## src/rtl/timekeeper_pkg.sv

```systemverilog
// Shared types and limits for the timekeeper clock/calendar slice.
package timekeeper_pkg;

  typedef enum logic {
    RUN = 1'b0,
    SET = 1'b1
  } state_t;

  typedef enum logic [1:0] {
    FS_SEC  = 2'd0,
    FS_MIN  = 2'd1,
    FS_HR   = 2'd2,
    FS_NONE = 2'd3
  } field_t;

  localparam int unsigned SEC_LIM = 60;
  localparam int unsigned MIN_LIM = 60;
  localparam int unsigned HR_LIM  = 24;

  // Converts a 0-23 hour into {pm, 12h display hour}.
  function automatic logic [5:0] to_12h(input logic [4:0] hr);
    logic [5:0] res;
    if (hr == 5'd0)
      res = {1'b0, 5'd12};
    else if (hr < 5'd12)
      res = {1'b0, hr};
    else if (hr == 5'd12)
      res = {1'b1, 5'd12};
    else
      res = {1'b1, hr - 5'd12};
    return res;
  endfunction

endpackage

```

## src/rtl/timekeeper_mod_counter.sv

```systemverilog
// Modulo-LIM counter stage with synchronous clear and combinational carry-out.
module mod_counter #(
  parameter int unsigned N   = 6,
  parameter int unsigned LIM = 60
) (
  input  logic         clock,
  input  logic         reset_n,
  input  logic         clear,
  input  logic         inc,
  output logic [N-1:0] count,
  output logic         carry
);

  localparam logic [N-1:0] LAST = N'(LIM - 1);

  logic [N-1:0] r_count;

  // Count register: clear has priority over increment; wraps LAST -> 0.
  always_ff @(posedge clock or negedge reset_n) begin
    if (!reset_n)
      r_count <= '0;
    else if (clear)
      r_count <= '0;
    else if (inc)
      r_count <= (r_count == LAST) ? '0 : r_count + N'(1);
  end

  assign count = r_count;
  assign carry = inc && (r_count == LAST);

endmodule

```

## src/rtl/timekeeper.sv

```systemverilog
// Time-of-day keeper: sub-second tick, h:m:s counters, SET-mode editing,
// 12/24h display conversion and a single daily alarm.
module timekeeper
  import timekeeper_pkg::*;
#(
  parameter int unsigned TICKS_PER_SEC = 50000000,
  parameter int unsigned TICK_W        = $clog2(TICKS_PER_SEC)
) (
  input  logic              clock,
  input  logic              reset_n,
  input  logic              run_en,
  input  logic              set_mode,
  input  logic [1:0]        field_sel,
  input  logic              inc_pulse,
  input  logic              mode_12h,
  input  logic              alarm_en,
  input  logic [4:0]        alarm_hr,
  input  logic [5:0]        alarm_min,
  input  logic              alarm_ack,
  output logic [TICK_W-1:0] tick,
  output logic [5:0]        seconds,
  output logic [5:0]        minutes,
  output logic [4:0]        hours,
  output logic [4:0]        disp_hours,
  output logic              pm,
  output logic              sec_pulse,
  output logic              alarm_ring
);

  state_t r_state;
  state_t w_next;

  field_t w_field;
  logic   w_in_run;

  logic w_tick_inc, w_tick_clear;
  logic w_edit_sec, w_edit_min, w_edit_hr;
  logic w_sec_inc, w_min_inc, w_hr_inc;
  logic w_tick_carry, w_sec_carry, w_min_carry, w_hr_carry;

  logic [TICK_W-1:0] w_tick;
  logic [5:0]        w_seconds, w_minutes, w_next_min;
  logic [4:0]        w_hours, w_next_hr;
  logic              w_alarm_hit;

  logic r_sec_pulse;
  logic r_alarm_ring;

  assign w_field  = field_t'(field_sel);
  assign w_in_run = (r_state == RUN);

  // FSM state register.
  always_ff @(posedge clock or negedge reset_n) begin
    if (!reset_n)
      r_state <= RUN;
    else
      r_state <= w_next;
  end

  // Next-state and per-stage control: RUN advances the tick, SET holds it at 0 and edits one field.
  always_comb begin
    w_next       = r_state;
    w_tick_inc   = 1'b0;
    w_tick_clear = 1'b0;
    w_edit_sec   = 1'b0;
    w_edit_min   = 1'b0;
    w_edit_hr    = 1'b0;
    case (r_state)
      RUN: begin
        if (set_mode) begin
          w_next       = SET;
          w_tick_clear = 1'b1;
        end else if (run_en) begin
          w_tick_inc = 1'b1;
        end
      end
      SET: begin
        w_tick_clear = 1'b1;
        if (!set_mode)
          w_next = RUN;
        if (inc_pulse) begin
          case (w_field)
            FS_SEC:  w_edit_sec = 1'b1;
            FS_MIN:  w_edit_min = 1'b1;
            FS_HR:   w_edit_hr  = 1'b1;
            default: ;
          endcase
        end
      end
      default: w_next = RUN;
    endcase
  end

  // Carries ripple combinationally in RUN only; SET edits never carry into the next field.
  assign w_sec_inc = (w_in_run && w_tick_carry) || w_edit_sec;
  assign w_min_inc = (w_in_run && w_sec_carry)  || w_edit_min;
  assign w_hr_inc  = (w_in_run && w_min_carry)  || w_edit_hr;

  mod_counter #(.N(TICK_W), .LIM(TICKS_PER_SEC)) u_tick (
    .clock   (clock),
    .reset_n (reset_n),
    .clear   (w_tick_clear),
    .inc     (w_tick_inc),
    .count   (w_tick),
    .carry   (w_tick_carry)
  );

  mod_counter #(.N(6), .LIM(SEC_LIM)) u_sec (
    .clock   (clock),
    .reset_n (reset_n),
    .clear   (1'b0),
    .inc     (w_sec_inc),
    .count   (w_seconds),
    .carry   (w_sec_carry)
  );

  mod_counter #(.N(6), .LIM(MIN_LIM)) u_min (
    .clock   (clock),
    .reset_n (reset_n),
    .clear   (1'b0),
    .inc     (w_min_inc),
    .count   (w_minutes),
    .carry   (w_min_carry)
  );

  mod_counter #(.N(5), .LIM(HR_LIM)) u_hr (
    .clock   (clock),
    .reset_n (reset_n),
    .clear   (1'b0),
    .inc     (w_hr_inc),
    .count   (w_hours),
    .carry   (w_hr_carry)
  );

  // Post-edge minutes/hours for an advance that wraps seconds to 0.
  assign w_next_min = w_min_carry ? 6'd0 : w_minutes + 6'd1;
  assign w_next_hr  = w_hr_carry  ? 5'd0 :
                      (w_min_carry ? w_hours + 5'd1 : w_hours);

  // Out-of-range alarm settings are excluded explicitly.
  assign w_alarm_hit = alarm_en && w_in_run && w_sec_carry &&
                       (alarm_hr  < 5'(HR_LIM))  && (alarm_hr  == w_next_hr) &&
                       (alarm_min < 6'(MIN_LIM)) && (alarm_min == w_next_min);

  // One-cycle pulse aligned with the first cycle of each new second.
  always_ff @(posedge clock or negedge reset_n) begin
    if (!reset_n)
      r_sec_pulse <= 1'b0;
    else
      r_sec_pulse <= w_in_run && w_tick_carry;
  end

  // Alarm latch: disable beats everything, a new match beats acknowledge.
  always_ff @(posedge clock or negedge reset_n) begin
    if (!reset_n)
      r_alarm_ring <= 1'b0;
    else if (!alarm_en)
      r_alarm_ring <= 1'b0;
    else if (w_alarm_hit)
      r_alarm_ring <= 1'b1;
    else if (alarm_ack)
      r_alarm_ring <= 1'b0;
  end

  // Display hour formatting straight from the hours counter.
  always_comb begin
    disp_hours = w_hours;
    pm         = 1'b0;
    if (mode_12h)
      {pm, disp_hours} = to_12h(w_hours);
  end

  assign tick       = w_tick;
  assign seconds    = w_seconds;
  assign minutes    = w_minutes;
  assign hours      = w_hours;
  assign sec_pulse  = r_sec_pulse;
  assign alarm_ring = r_alarm_ring;

endmodule

```

## config.mk

```make
export PLATFORM = sky130hd
export DESIGN_NAME = timekeeper
export DESIGN_NICKNAME = d
export VERILOG_FILES = /design/src/rtl/timekeeper_pkg.sv /design/src/rtl/timekeeper_mod_counter.sv /design/src/rtl/timekeeper.sv
export SDC_FILE = /design/constraint.sdc
export NUM_CORES = 1
export LEC_CHECK = 0
export CELL_PAD_IN_SITES_DETAIL_PLACEMENT = 1
export CELL_PAD_IN_SITES_GLOBAL_PLACEMENT = 1
export CORE_MARGIN = 2
export CORE_UTILIZATION = 37
export CTS_BUF_LIST = sky130_fd_sc_hd__clkbuf_16
export DETAILED_ROUTE_END_ITERATION = 8
export PLACE_DENSITY_LB_ADDON = 0.1
export SLEW_MARGIN = 20
export SYNTH_ARGS = -nofsm -noshare
export SYNTH_HDL_FRONTEND = slang
export SYNTH_SLANG_ARGS = --single-unit
```

## constraint.sdc

```tcl
create_clock -name clock -period 3.25 [get_ports clock]
set_input_delay 0.975 -clock clock [delete_from_list [all_inputs] [get_ports clock]]
set_output_delay 0.975 -clock clock [all_outputs]
set_load 0.005 [all_outputs]
```

Word level (Yosys, flattened, before mapping)
Cells that the tools add are included.
{"block": "op_classes", "bitwise_logic": 1, "reduce_logical": 19, "order_cmp": 3, "eq_ne": 10, "muxes": 31, "add_sub_neg": 5}
{"op": "26-bit two-way mux", "n": 3}
{"op": "6-bit two-way mux", "n": 5}
{"op": "26-bit by 1-bit adder with 26-bit output (second input constant)", "n": 1}
{"op": "26-bit == test (second input constant)", "n": 1}
{"op": "5-bit two-way mux", "n": 5}
{"op": "1-bit two-way mux", "n": 17}
{"op": "1-bit logical AND", "n": 13}
{"op": "6-bit by 1-bit adder with 6-bit output (second input constant)", "n": 2}
{"op": "6-bit == test (second input constant)", "n": 2}
{"op": "6-bit == test", "n": 1}
{"op": "6-bit < comparator (second input constant)", "n": 1}
{"op": "5-bit by 1-bit adder with 5-bit output (second input constant)", "n": 1}
{"op": "5-bit by 4-bit == test with 1-bit output (second input constant)", "n": 1}
{"op": "5-bit == test", "n": 1}
{"op": "5-bit == test (second input constant)", "n": 1}
{"op": "5-bit logical NOT", "n": 1}
{"op": "5-bit by 4-bit < comparator with 1-bit output (second input constant)", "n": 1}
{"op": "5-bit < comparator (second input constant)", "n": 1}
{"op": "5-bit by 4-bit subtractor with 5-bit output (second input constant)", "n": 1}
{"op": "1-bit logical OR", "n": 3}
{"op": "3-bit by 1-bit != test with 1-bit output (second input constant)", "n": 1}
{"op": "2-bit by 1-bit == test with 1-bit output (second input constant)", "n": 1}
{"op": "2-bit == test (second input constant)", "n": 1}
{"op": "2-bit logical NOT", "n": 1}
{"op": "other kinds (3)", "n": 3}
{"block": "word_totals", "out_inout_bits": 51, "input_bits": 21, "elab_cells": 76, "regBits": 46}

Longest topological paths before layout
{"block": "depth", "ltp_word": 20, "depth_mapped": 10, "depth_no_buf": 9}

By module
A second synthesis with hierarchy kept.
{"block": "hier_totals", "cells_unflattened": 362, "hier_area_um2": 3201.8}
{"module": "mod_counter at u_tick", "area_per_inst_um2": 1551.5, "seq_area_each_um2": 650.6, "instances": 1, "cells_each": 173}
{"module": "timekeeper", "area_per_inst_um2": 729.4, "seq_area_each_um2": 75.1, "instances": 1, "cells_each": 99}
{"module": "mod_counter at u_min ...", "area_per_inst_um2": 329.1, "seq_area_each_um2": 150.1, "instances": 2, "cells_each": 33}
{"module": "mod_counter at u_hr", "area_per_inst_um2": 262.8, "seq_area_each_um2": 125.1, "instances": 1, "cells_each": 24}

Least setup slack after synthesis
No wires, ideal clock.
{"block": "synth_timing", "path_type": "in2reg", "startpoint": "input port field_sel[1]", "endpoint": "register r_alarm_ring, in the netlist alarm_ring", "path_stages": 8, "required_ps": 3163, "arrival_ps": 2531, "slack_ps": 632, "setup_ps": 87, "path_buffers": 1, "cell_sequence": "nand4b_1 or3_1 clkbuf_1 a21oi_1 xnor2_1 nor4bb_1 o21ai_1 a211oi_2"}
{"block": "synth_between", "elab_chain_len": 19, "word_cells_on_any_way": 33, "classes_between": "5 x eq/ne; 14 x mux; 14 x reduce/logical"}
{"element": "start: declaration", "line_no": "timekeeper.sv:13", "text": "input logic [1:0] field_sel,"}
{"element": "2-bit logical NOT", "line_no": "timekeeper.sv:82", "text": "case (w_field)"}
{"element": "1-bit two-way mux", "line_no": "timekeeper.sv:82"}
{"element": "1-bit two-way mux", "line_no": "timekeeper.sv:81", "text": "if (inc_pulse) begin"}
{"element": "1-bit two-way mux", "line_no": "timekeeper.sv:68", "text": "case (r_state)"}
{"element": "1-bit logical OR", "line_no": "timekeeper.sv:95", "text": "assign w_sec_inc = (w_in_run && w_tick_carry) || w_edit_sec;"}
{"element": "1-bit logical AND", "line_no": "timekeeper_mod_counter.sv:29", "text": "assign carry = inc && (r_count == LAST);"}
{"element": "1-bit logical AND", "line_no": "timekeeper.sv:96", "text": "assign w_min_inc = (w_in_run && w_sec_carry) || w_edit_min;"}
{"element": "1-bit logical OR", "line_no": "timekeeper.sv:96"}
{"element": "[2 not listed]"}
{"element": "1-bit logical OR", "line_no": "timekeeper.sv:97", "text": "assign w_hr_inc = (w_in_run && w_min_carry) || w_edit_hr;"}
{"element": "1-bit logical AND", "line_no": "timekeeper_mod_counter.sv:29"}
{"element": "5-bit two-way mux", "line_no": "timekeeper.sv:137", "text": "assign w_next_hr = w_hr_carry ? 5'd0 :"}
{"element": "5-bit == test", "line_no": "timekeeper.sv:142", "text": "(alarm_hr < 5'(HR_LIM)) && (alarm_hr == w_next_hr) &&"}
{"element": "1-bit logical AND (2 in series)", "line_no": "timekeeper.sv:142"}
{"element": "1-bit logical AND (*)", "line_no": "timekeeper.sv:143", "text": "(alarm_min < 6'(MIN_LIM)) && (alarm_min == w_next_min);"}
{"element": "1-bit two-way mux", "line_no": "timekeeper.sv:159", "text": "else if (w_alarm_hit)"}
{"element": "1-bit two-way mux", "line_no": "timekeeper.sv:157", "text": "else if (!alarm_en)"}
{"element": "end signal: assignment", "line_no": "timekeeper.sv:156", "text": "r_alarm_ring <= 1'b0;"}
{"element": "end signal: assignment", "line_no": "timekeeper.sv:158", "text": "r_alarm_ring <= 1'b0;"}
{"element": "end signal: assignment", "line_no": "timekeeper.sv:160", "text": "r_alarm_ring <= 1'b1;"}
{"element": "end: declaration", "line_no": "timekeeper.sv:47", "text": "logic r_alarm_ring;"}
Every way passes the cells marked *; elsewhere a longest branch is shown, timed or not.
A chain may end at the register's enable or synchronous reset.

Worst setup path in the final report
{"block": "layout_timing", "startpoint": "register u_hr.r_count[0], in the netlist u_hr.count[0]", "endpoint": "output port pm"}
{"block": "layout_between", "elab_chain_len": 4, "word_cells_on_any_way": 5, "classes_between": "1 x order compare; 3 x mux; 1 x reduce/logical"}
{"element": "start: declaration", "line_no": "timekeeper_mod_counter.sv:16", "text": "logic [N-1:0] r_count;"}
{"element": "start signal: assignment", "line_no": "timekeeper_mod_counter.sv:25", "text": "r_count <= (r_count == LAST) ? '0 : r_count + N'(1);"}
{"element": "5-bit by 4-bit < comparator with 1-bit output", "line_no": "timekeeper_pkg.sv:25", "text": "else if (hr < 5'd12)"}
{"element": "6-bit two-way mux", "line_no": "timekeeper_pkg.sv:25"}
{"element": "6-bit two-way mux (*)", "line_no": "timekeeper_pkg.sv:23", "text": "if (hr == 5'd0)"}
{"element": "1-bit two-way mux (*)", "line_no": "timekeeper.sv:169", "text": "if (mode_12h)"}
{"element": "end: declaration", "line_no": "timekeeper.sv:25", "text": "output logic pm,"}
Marked as above.

==> flow_metrics.tcl <==
set metrics [dict create \
    status "finished, final reports clean" \
    gr-usage-all-layers_pct 22.45 \
    end_kind "output pin" \
    grt_first_pass_wirelength_um 17700 \
    drt_wl_total_um 10190 \
    synth_top_area_share_pct 36.14 \
    cts_tree "built" \
    clock_skew_ns 0.007609 \
    cts_setup_buffers 0 \
    synthCells 403 \
    clockPowerShare_pct 29.7 \
    overflow 0 \
    period_minus_slack_ns 3.008 \
    synth_fp_nets 432 \
    synth_area_leaders "dfrtp_1, o21ai_0, nand2_1, nor2_1, a21oi_1" \
    viasPerCell 5.712 \
    p_int_mw 1.352 \
    p_seq_share_pct 36.6 \
    slew_headroom_pct 61.50 \
    power.share.switching_pct 32.73 \
    cpMaxStageDelayCell "clkdlybuf4s50_1" \
    setup_violations 0 \
    chipHeight_um 96.79 \
    drt_iter0_markers 84 \
    cp_common_cell "inv_1" \
    synth_seq_cells 46 \
    crit_type "flop to output pin" \
    yosysWarningCount 0 \
    r2r_slack_ns 0.34 \
    synth_ff_type "dfrtp_1" \
    clock_latency_ns 0.29 \
    synth_mux_area_share_pct 1.021 \
    required_ns 2.27 \
    synth_top_family_by_area "simple AND/OR/NAND/NOR gates" \
    dieArea_um2 9367 \
    worstHoldPathCells 1 \
    start_kind "flop" \
    synth-seq-area-share_pct 36.14 \
    firstDrtPassIters 4 \
    row_count 33 \
    cts_root_buffer "clkbuf_16" \
    power_mw 2.010 \
    dp_hpwl_um 7511 \
    hold_path.class "flop to flop" \
    rsz0062_at_grt "false" \
    portBuffers 71 \
    fmax_mhz 332.5 \
    r2r_cells 9 \
    cp_max_fo 6 \
    drc 0 \
    synth_fa_ha_area_share_pct 3.142 \
    vias 3353 \
    crit_path_max_incr_delay_ns 0.48 \
    fp.dieW_um 96.79 \
    async_reset_ff_share_pct 100.0 \
    antenna_left 0 \
    boundaryPins 72 \
    setup_ws_ns 0.2421 \
    p_switching_uw 658.0 \
    synth_edf_count 0 \
    grt_start_max_net_pins 27 \
    avgSynthCellArea_um2 7.905 \
    layout-drive-gt1-share_pct 8.299 \
    drv_slew 0 \
    worstReg2RegEnd "alarm_ring$_DFFE_PN0P_" \
    synth_cell_types 51 \
    clockBufferDepth 2 \
    synth_compound_area_share_pct 21.52 \
    clkSinkCount 46 \
    synth.cell_area_um2 3186 \
    finalWeightedCongestion 0.8275 \
    core_um2 8299 \
    power_leakage_nw 1.752 \
    syn_to_final_growth_pct 33.74 \
    yosysTopAreaCell "dfrtp_1" \
    wire_per_inst_um 17.37 \
    p_comb_share_pct 33.7 \
    nNetsFinal 510 \
    crit_chain "inv_1 > ha_1 > a21oi_1 > o21ai_2 > buf_4 > inv_1 > clkdlybuf4s50_1" \
    antenna_found_initial 0 \
    power_density_nw_per_um2 471.9 \
    yosys.area_share.simple_pct 31.23 \
    hold_buffers 0 \
    htreeDepth 2 \
    worst_ir_drop_vdd_mv 0.2229 \
    hold_violations 0 \
    r2r_start "u_min.count[0]$_DFFE_PN0N_" \
    synth_xor_area_share_pct 3.574 \
    holdCritStartpoint "u_tick.count[0]$_DFFE_PN0P_" \
    dpl_worst_slack_ns -0.1642 \
    initial_core_util_pct 38.38 \
    n_antenna_cell 0 \
    worstPathArrival_ns 2.03 \
    clkTransAtPathRegs_ns 0.07 \
    max-cap-violations 0 \
    grt_pass1_vias 3566 \
    tns_ns 0 \
    numCtsBuffers 5 \
    finalCritPeriodShare_pct 92.55 \
    hold_path_end "u_tick.count[0]$_DFFE_PN0P_" \
    tightest_slew_ns 0.5774 \
]
[critical path, delay by kind of cell, from the launching register on]
family | cells | cell delay (ns)
buffers and inverters | 4 | 0.79
adder cells (fa/ha/maj) | 1 | 0.24
flip-flops | 1 | 0.45
AO/OA/AOI/OAI | 2 | 0.28
[worst max path at each step]
stage | from | to | slack, ns | depth (start not counted)
global route | u_min.count[0]$_DFFE_PN0N_ | alarm_ring$_DFFE_PN0P_ | 0.05 | 9
CTS | mode_12h | pm | 0.01 | 5
floorplan | field_sel[1] | alarm_ring$_DFFE_PN0P_ | 0.63 | 8
finish | u_hr.count[0]$_DFFE_PN0N_ | pm | 0.24 | 7
global placement | mode_12h | disp_hours[3] | -0.10 | 6
detailed placement | mode_12h | disp_hours[2] | -0.16 | 6
[placed cells by master (no fill, tap or decap), types with 10 or more instances in the layout]
cell,count
a21oi_1,20
a31oi_1,10
buf_4,17
clkdlybuf4s50_1,66
dfrtp_1,46
inv_1,11
nand2_1,59
nand3_1,17
nand4_1,12
nor2_1,38
nor3_1,10
o21ai_0,50
o31ai_1,11
xnor2_1,10
[cell families (layout without fill, tap and decap cells)]
group | after synthesis | count (layout)
flip-flops | 46 | 46
AND/OR/NAND/NOR | 189 | 189
multiplexers | 3 | 3
buffers and inverters | 28 | 107
XOR/XNOR | 13 | 13
adder cells (fa/ha/maj) | 8 | 8
AO/OA/AOI/OAI | 116 | 116
[repair_timing]
item / 4_1_cts / 5_1_grt
setup endpoints to repair: 4 / 1
pin swaps: 1 / 0
gates resized for setup: 4 / 2
[routing by layer]
| metal | share of wire [%] | global-route usage (%) |
|---|---|---|
| met1 | 44 | 27.69 |
| met2 | 52 | 41.29 |
| met3 | 3.0 | 3.468 |
| met4 | 0.85 | 4.659 |
| met5 | 0 | 0 |
[cell usage after synthesis, drive strengths merged, types with 2 or more instances]
cell     number
nor3b         3
and3          3
nor2         39
o21ai        57
mux2          2
dfrtp        46
o211ai        4
and2          5
or2           2
a22o          2
ha            8
xor2          3
nand3b        3
nand3        17
nand4        13
nand4b        6
nand2        60
nor2b         2
nand2b        5
a2bb2oi       2
a21oi        20
nor3         11
clkbuf       14
a31oi        10
o31ai        11
nor4          4
buf           3
a21o          5
and4b         2
and4          6
xnor2        10
inv          11
or3           4
[sequential cells by signal (all words and copies together), names as in the netlist]
signal,cells
alarm_ring,1
u_sec.count,6
u_hr.count,5
u_min.count,6
r_state,1
sec_pulse,1
u_tick.count,26
[through the flow]
step                std cells  cell area (µm²)  hold WS (ns)  utilization, %
floorplan                 403             3186        0.4986               -
global placement          579             4089        0.5154           49.27
detailed placement        579             4089        0.5358           49.27
CTS                       587             4254        0.5597           51.26
global route              587             4260        0.5735           51.33
finish                    587             4260        0.5535           51.33
[final cells by class]
cell class | instances | area [µm²]
clock buffer | 5 | 125.1
clock inverter | 3 | 43.79
fill | 1036 | 4039
inverter | 11 | 41.29
multi-input combinational | 329 | 1936
sequential | 46 | 1151
tap | 105 | 131.4
timing repair buffer | 88 | 832.0
[power by group through the flow]
stage / logic [mW] / registers, mW / clock network (mW)
2_1_floorplan: 0.385 / 0.713 / 0
3_3_place_gp: 0.671 / 0.739 / 0
3_5_place_dp: 0.694 / 0.744 / 0
4_1_cts: 0.689 / 0.734 / 0.612
5_1_grt: 0.755 / 0.747 / 0.633
6_report: 0.678 / 0.735 / 0.597
Note: power is estimated with default switching activity, not from simulation.
